===== src/rtl/alu_8bit.sv =====
// Registered ALU: combinational add/sub/logic/shift/compare path feeding
// a single bank of output registers (result, carry, overflow, zero, valid).
module alu_8bit #(
  parameter int unsigned WIDTH = 8
) (
  input  logic             clk,
  input  logic             rst,
  input  logic             in_valid,
  input  logic [WIDTH-1:0] a,
  input  logic [WIDTH-1:0] b,
  input  logic [2:0]       op,
  output logic             out_valid,
  output logic [WIDTH-1:0] y,
  output logic             carry,
  output logic             overflow,
  output logic             zero
);

  typedef enum logic [2:0] {
    OP_ADD = 3'b000,
    OP_SUB = 3'b001,
    OP_AND = 3'b010,
    OP_OR  = 3'b011,
    OP_XOR = 3'b100,
    OP_SHL = 3'b101,
    OP_SHR = 3'b110,
    OP_SLT = 3'b111
  } alu_op_e;

  localparam int unsigned MSB = WIDTH - 1;

  logic [WIDTH:0]   sum_ext;
  logic [WIDTH:0]   diff_ext;
  logic [WIDTH-1:0] y_next;
  logic             carry_next;
  logic             overflow_next;
  logic             slt;

  // Extended-width add/sub: bit WIDTH is carry-out for add and borrow for sub.
  assign sum_ext  = {1'b0, a} + {1'b0, b};
  assign diff_ext = {1'b0, a} - {1'b0, b};
  assign slt      = $signed(a) < $signed(b);

  always_comb begin
    y_next        = '0;
    carry_next    = 1'b0;
    overflow_next = 1'b0;
    case (alu_op_e'(op))
      OP_ADD: begin
        y_next        = sum_ext[WIDTH-1:0];
        carry_next    = sum_ext[WIDTH];
        overflow_next = (a[MSB] == b[MSB]) && (sum_ext[MSB] != a[MSB]);
      end
      OP_SUB: begin
        y_next        = diff_ext[WIDTH-1:0];
        carry_next    = diff_ext[WIDTH];
        overflow_next = (a[MSB] != b[MSB]) && (diff_ext[MSB] != a[MSB]);
      end
      OP_AND: y_next = a & b;
      OP_OR:  y_next = a | b;
      OP_XOR: y_next = a ^ b;
      OP_SHL: begin
        y_next     = {a[WIDTH-2:0], 1'b0};
        carry_next = a[MSB];
      end
      OP_SHR: begin
        y_next     = {1'b0, a[WIDTH-1:1]};
        carry_next = a[0];
      end
      OP_SLT: y_next = {{(WIDTH-1){1'b0}}, slt};
      default: y_next = '0;
    endcase
  end

  always_ff @(posedge clk or posedge rst) begin
    if (rst) begin
      out_valid <= 1'b0;
      y         <= '0;
      carry     <= 1'b0;
      overflow  <= 1'b0;
      zero      <= 1'b0;
    end else begin
      out_valid <= in_valid;
      if (in_valid) begin
        y        <= y_next;
        carry    <= carry_next;
        overflow <= overflow_next;
        zero     <= (y_next == '0);
      end
    end
  end

endmodule


===== config.mk =====
export PLATFORM = sky130hd
export DESIGN_NAME = alu_8bit
export DESIGN_NICKNAME = d
export VERILOG_FILES = /design/src/rtl/alu_8bit.sv
export SDC_FILE = /design/constraint.sdc
export NUM_CORES = 1
export LEC_CHECK = 0
export CORE_ASPECT_RATIO = 0.75
export CORE_MARGIN = 2
export CORE_UTILIZATION = 46
export DETAILED_ROUTE_END_ITERATION = 6
export GPL_TIMING_DRIVEN = 0
export PLACE_DENSITY_LB_ADDON = 0.15
export SLEW_MARGIN = 30
export SYNTH_ARGS = -nofsm -noshare
export SYNTH_HDL_FRONTEND = slang
export SYNTH_SLANG_ARGS = --single-unit

===== constraint.sdc =====
create_clock -name clk -period 0.8 [get_ports clk]
set_input_delay 0.24 -clock clk [delete_from_list [all_inputs] [get_ports clk]]
set_output_delay 0.24 -clock clk [all_outputs]
set_load 0.02 [all_outputs]

==> flow_summary.ini, run 1 <==
[final_layout]
drive_above_1_share_pct = 49.5
postLayoutCoreUtil_pct = 79.3
areaGrowthSynthToFinish_pct = 67.7
instances_no_fill = 378
antennaDiodeCount = 0
multi_input_area_um2 = 1820
regArea_um2 = 300
nets = 373
num-fill-cells = 259

[drt]
detail_route.iter0.violations = 207
remaining_drc_errors = 0
num_vias = 2273
wire_per_inst_um = 17.9
routed_wirelength_mm = 6.77
ant_nets = 0
dr.pass1.iters = 4
routed_via_density = 6.01

[worst_setup_path]
arrival_ns = 2.31
crit_type = in -> reg
critPathCaptureType = flop
cp_slowest_cell = fa_2
path_max_fanout = 3
crit_required_ns = 0.94
path_cells = buf_12 > inv_12 > ha_4 > fa_2 > o21bai_4 > nand3b_1 > a31oi_4 > nor4_2 > nor4_2 > buf_4 > nand4b_1 > o32ai_2
start_kind = primary input
path_common_cell = nor4_2
critical_path.max_stage_delay_ns = 0.42

[clocking]
cts_tree = done
path_clk_slew_ns = 0.05
clkLatencyLatePin_ns = 0.24
numClockSinks = 12
ctsRootBufferMaster = clkbuf_8
holdBufCountCts = 0
cts_buffer_depth = 2
htreeDepth = 1
cts_buffers = 3

[global_route]
grt_usage_pct = 26.9
grt_pass1_wl_mm = 9.73
grt_max_degree = 13
grt-ovfl-total = 0
first_global_vias = 2075
grt_antenna_before_repair = 0

[timing]
worst_pin_slew_ns = 0.542
slew_headroom_pct = 63.9
finalWorstSetupSlack_ns = -1.37
slew_viol_final = 0
max_freq_mhz = 461
setup_viol = 23
finalCritPeriodShare_pct = 271
finalCriticalPeriod_ns = 2.17
timing.setup.tns_ns = -14.67
rsz0062_at_grt = yes
fin_skew_ns = 0
hold_viol_final = 0

[die]
initial_core_util_pct = 47.3
num_rows = 20
dieArea_um2 = 4650
coreArea_um2 = 4000
num_io_pins = 34
die_h_um = 59.6
die_w_um = 78.1

[logic_synthesis]
synth_ff_type = dfrtp_1
synth_cells = 248
synthDistinctLibCells = 54
ys_ff_latch = 12
ys_warn_count = 0
synth_edf_count = 0
syn_nets = 296
netlist_area_um2 = 1890
syn_area_per_cell_um2 = 7.63
ys_seq_area_share_pct = 15.9
async_flop_share_pct = 100

[power]
peakVddDrop_mv = 1.13
leakage_nw = 1.37
p_per_area_nw_per_um2 = 1140

[placed_design]
dp_cells = 335
gp_congestion = 0.926
place_hpwl_mm = 4.22
io_buffers = 32

[status]
outcome = finished with violations
violations = negative setup slack

[flow_run]
maxCapViolCount = 0

[min_path]
hp-class = in -> async
[where the power goes]
part / total (W) / switching (W) / leakage [nW] / internal (W)
registers: 0.000756 / 0.0000611 / 0.145 / 0.000695
logic: 0.00232 / 0.00114 / 1.21 / 0.00118
clock network: 0.000535 / 0.000205 / 0.0216 / 0.000330
[what timing repair did]
action,4_1_cts,5_1_grt
buffers inserted,26,16
cloned,1,0
endpoints found under the setup margin,23,23
resized for setup,201,44
pin swaps,34,36
[flip-flops by register name (all words and copies together) (netlist names)]
signal and flops:
carry 1, out_valid 1, overflow 1, y 8, zero 1
[cell families after synthesis]
family / count (synthesis) / share of synthesized area [%]
AOI/OAI and AO/OA: 78 / 28.0
xor gates and xnor gates: 7 / 3.24
adders and majority gates: 26 / 18.0
buffers and inverters: 45 / 9.32
DFF: 12 / 15.9
muxes: 10 / 6.41
and+or+nand+nor: 70 / 19.2
[synthesized netlist by cell type (4+ instances only)]
cell,n,area (um2)
nand2_1,12,45.0
ha_1,24,300
nor2_1,15,56.3
nand2b_1,6,37.5
o21ai_0,11,55.1
inv_1,26,97.6
buf_2,6,30.0
xnor2_1,4,35.0
mux2_2,7,78.8
nand3_1,6,30.0
a21oi_1,20,100
nor3_1,8,40.0
dfrtp_1,12,300
clkbuf_1,9,33.8
o21ai_1,6,30.0
nor2b_1,7,43.8
o211ai_1,4,30.0
[cell type report]
| type | count | area share, % |
|---|---|---|
| plain buffers | 13 | 3.43 |
| repair buffers | 75 | 21.8 |
| flip-flops and latches | 12 | 9.46 |
| well taps | 55 | 2.17 |
| multi-input cells | 191 | 57.3 |
| clock buffers | 3 | 1.30 |
| inverters | 29 | 4.49 |
[metal layers]
layer	share of wire (%)	routed length, um	vias to the layer above	GRT usage, %
li1	-	-	1039	-
met1	42	2860	1081	35.1
met2	47	3180	134	46.9
met3	8.2	558	19	5.34
met4	2.6	175	0	6.02
met5	0	0	-	0
[cell usage in the layout, fill, tap and decap left out, drive strengths merged, types with 3 or more instances in the layout]
cell / n
a32oi: 3
a31oi: 4
o211ai: 4
nand3: 6
buf: 71
mux2: 7
nor2: 15
a21oi: 20
nor4: 3
nand2: 12
nor3: 8
dlygate4sd2: 3
or3: 3
nor2b: 7
a21o: 3
ha: 24
dfrtp: 12
inv: 27
clkbuf: 12
o21ai: 17
xnor2: 4
nand2b: 6
a211oi: 4
o21bai: 3
xor2: 3
[critical path: cells and delay by family]
family	cells	cell delay (ns)
compound gates	3	0.66
buf+inv	3	0.31
simple gates	4	0.52
fa+ha+maj	2	0.57
[worst paths after layout]
check	cells after the start	start	end	slack, ns
max in group asynchronous	2	rst	y[6]	0.18
hold / removal	2	rst	y[4]	0.31
setup / recovery	12	a[0]	zero	-1.37
min in group clk	1	in_valid	out_valid	0.47
hold reg to reg	1	y[5]	y[5]	0.53
setup reg to reg	3	y[1]	y[1]	-0.11
[stage by stage]
step	power, W	hold WS (ns)	instance area, um2	worst slack (ns)
detailed placement	0.00233	0.475	2420	-2.45
finish	0.00362	0.310	3170	-1.37
global route	0.00380	0.363	3170	-1.45
global placement	0.00231	0.472	2420	-2.45
CTS	0.00328	0.314	2940	-1.31
floorplan	0.00179	0.105	2030	-1.30
Note: power is estimated with default switching activity, not from simulation.
==> run 2, diff against run 1 <==
CORE_MARGIN = 4   (was 2)
==> flow_summary.ini, run 2 (synthesized netlist as in run 1, its figures left out) <==
[clocking]
cts_buffer_depth = 2
numClockSinks = 12
clkLatencyLatePin_ns = 0.25
cts_buffers = 3
ctsRootBufferMaster = clkbuf_8
cts_tree = done
htreeDepth = 1
path_clk_slew_ns = 0.06

[final_layout]
final_cell_mix = buf_4, buf_6, inv_1, nor2_1, dfrtp_1
nets = 386
num-fill-cells = 172
areaGrowthSynthToFinish_pct = 77.3
largest_reg_flops = 8
postLayoutCoreUtil_pct = 88.2
antennaDiodeCount = 0
regMostFlops = y
final_common_cell = buf_4
drive_above_1_share_pct = 53.7

[worst_setup_path]
crit_type = in -> reg
path_delay_family = compound AO/OA/AOI/OAI gates
crit_required_ns = 0.92
cp_slowest_cell = fa_2
critPathCaptureType = flop
path_buf_inv = 3
path_max_fanout = 3
arrival_ns = 2.28
critical_path.max_stage_delay_ns = 0.43
start_kind = primary input
path_cells = buf_12 > inv_12 > ha_4 > fa_2 > o21bai_4 > nand3b_1 > buf_4 > a311oi_2 > a2bb2oi_2 > nand4b_1 > o32ai_2

[power]
peakVddDrop_mv = 1.29
p_per_area_nw_per_um2 = 1200
leakage_nw = 1.46
total_power_w = 0.00403

[timing]
fin_hold_ws_ns = 0.304
slew_headroom_pct = 56.5
hold_viol_final = 0
worst_pin_slew_ns = 0.652
max_freq_mhz = 463
slew_viol_final = 0
finalCritPeriodShare_pct = 270
rsz0062_at_grt = yes
fin_skew_ns = 0
setup_viol = 23
finalCriticalPeriod_ns = 2.16
finalWorstSetupSlack_ns = -1.36

[die]
num_rows = 19
num_io_pins = 34
dieArea_um2 = 5220
initial_core_util_pct = 49.8
die_h_um = 63.6
die_w_um = 82.1
coreArea_um2 = 3800

[drt]
wire_per_inst_um = 21.5
detail_route.iter0.violations = 392
dr.pass1.iters = 5
routed_wirelength_mm = 8.36
remaining_drc_errors = 0
num_vias = 2565
ant_nets = 0
routed_via_density = 6.59

[min_path]
hp-class = in -> async

[status]
outcome = finished with violations
violations = negative setup slack

[flow_run]
maxCapViolCount = 0

[global_route]
grt-ovfl-total = 0
grt_antenna_before_repair = 0
grt_usage_pct = 27.0
first_global_vias = 2223
grt_pass1_wl_mm = 10.9
grt_max_degree = 13

[placed_design]
place_hpwl_mm = 4.32
gp_congestion = 0.922
place_ws_ns = -2.46
io_buffers = 32
==> run 2: cell types whose count changed in the layout (fill, tap and decap cells not counted), sizes merged <==
cell / before / now
buf: 71 / 83
dlygate4sd2: 3 / 1
clkdlybuf4s50: 2 / 3
clkbuf: 12 / 15
==> run 2: repair_timing <==
action,in CTS,in global routing
buffers inserted,36,22
pin swaps,38,33
hold buffers,0,0
gates cloned,0,0
gates resized for setup,204,52
setup endpoints to repair,23,23
==> run 2: worst register-to-register path, delay by kind of cell, from the launching register on <==
kind	cells	cell delay (ns)
multiplexers	1	0.26
flip-flops	1	0.41
buffers and inverters	1	0.15
==> run 2: path summary, 6_finish.rpt <==
path	slack, ns	to	cells past startpoint	from
max reg2reg	-0.13	y[2]	2	y[2]
max	-1.36	zero	11	a[0]
min	0.30	out_valid	2	rst
min reg2reg	0.57	y[5]	1	y[5]
min in group clk	0.46	overflow	4	a[7]
max in group asynchronous	0.16	y[5]	2	rst
==> run 2: per-layer routing <==
| layer | wire [um] | vias to the layer above | global-route usage, % |
|---|---|---|---|
| li1 | - | 1066 | - |
| met1 | 3130 | 1214 | 37.7 |
| met2 | 3730 | 222 | 40.5 |
| met3 | 1070 | 63 | 5.13 |
| met4 | 433 | 0 | 10.2 |
| met5 | 0 | - | 0 |
==> run 2: final cells by class <==
class | instances | area (um2) | area share (%)
buffer | 13 | 114 | 3.39
clock buffer | 4 | 55.1 | 1.64
inverter | 29 | 135 | 4.03
multi-input combinational | 191 | 1880 | 56.0
sequential | 12 | 300 | 8.95
tap | 52 | 65.1 | 1.94
timing repair buffer | 88 | 807 | 24.0
==> run 2: through the flow <==
| stage | instances | TNS [ns] | cell area [um2] |
|---|---|---|---|
| after CTS | 369 | -14.50 | 3030 |
| after global routing | 389 | -16.43 | 3360 |
| final | 389 | -15.67 | 3360 |
| after detailed placement | 332 | -28.19 | 2420 |
| after global placement | 332 | -27.68 | 2420 |
| after floorplan | 248 | -11.19 | 2030 |
==> run 2: report_power, final <==
group          switching, W  total (W)  internal (W)
sequential        0.0000719   0.000765      0.000693
clock              0.000275   0.000712      0.000437
combinational       0.00128    0.00255       0.00128
total               0.00162    0.00403       0.00241
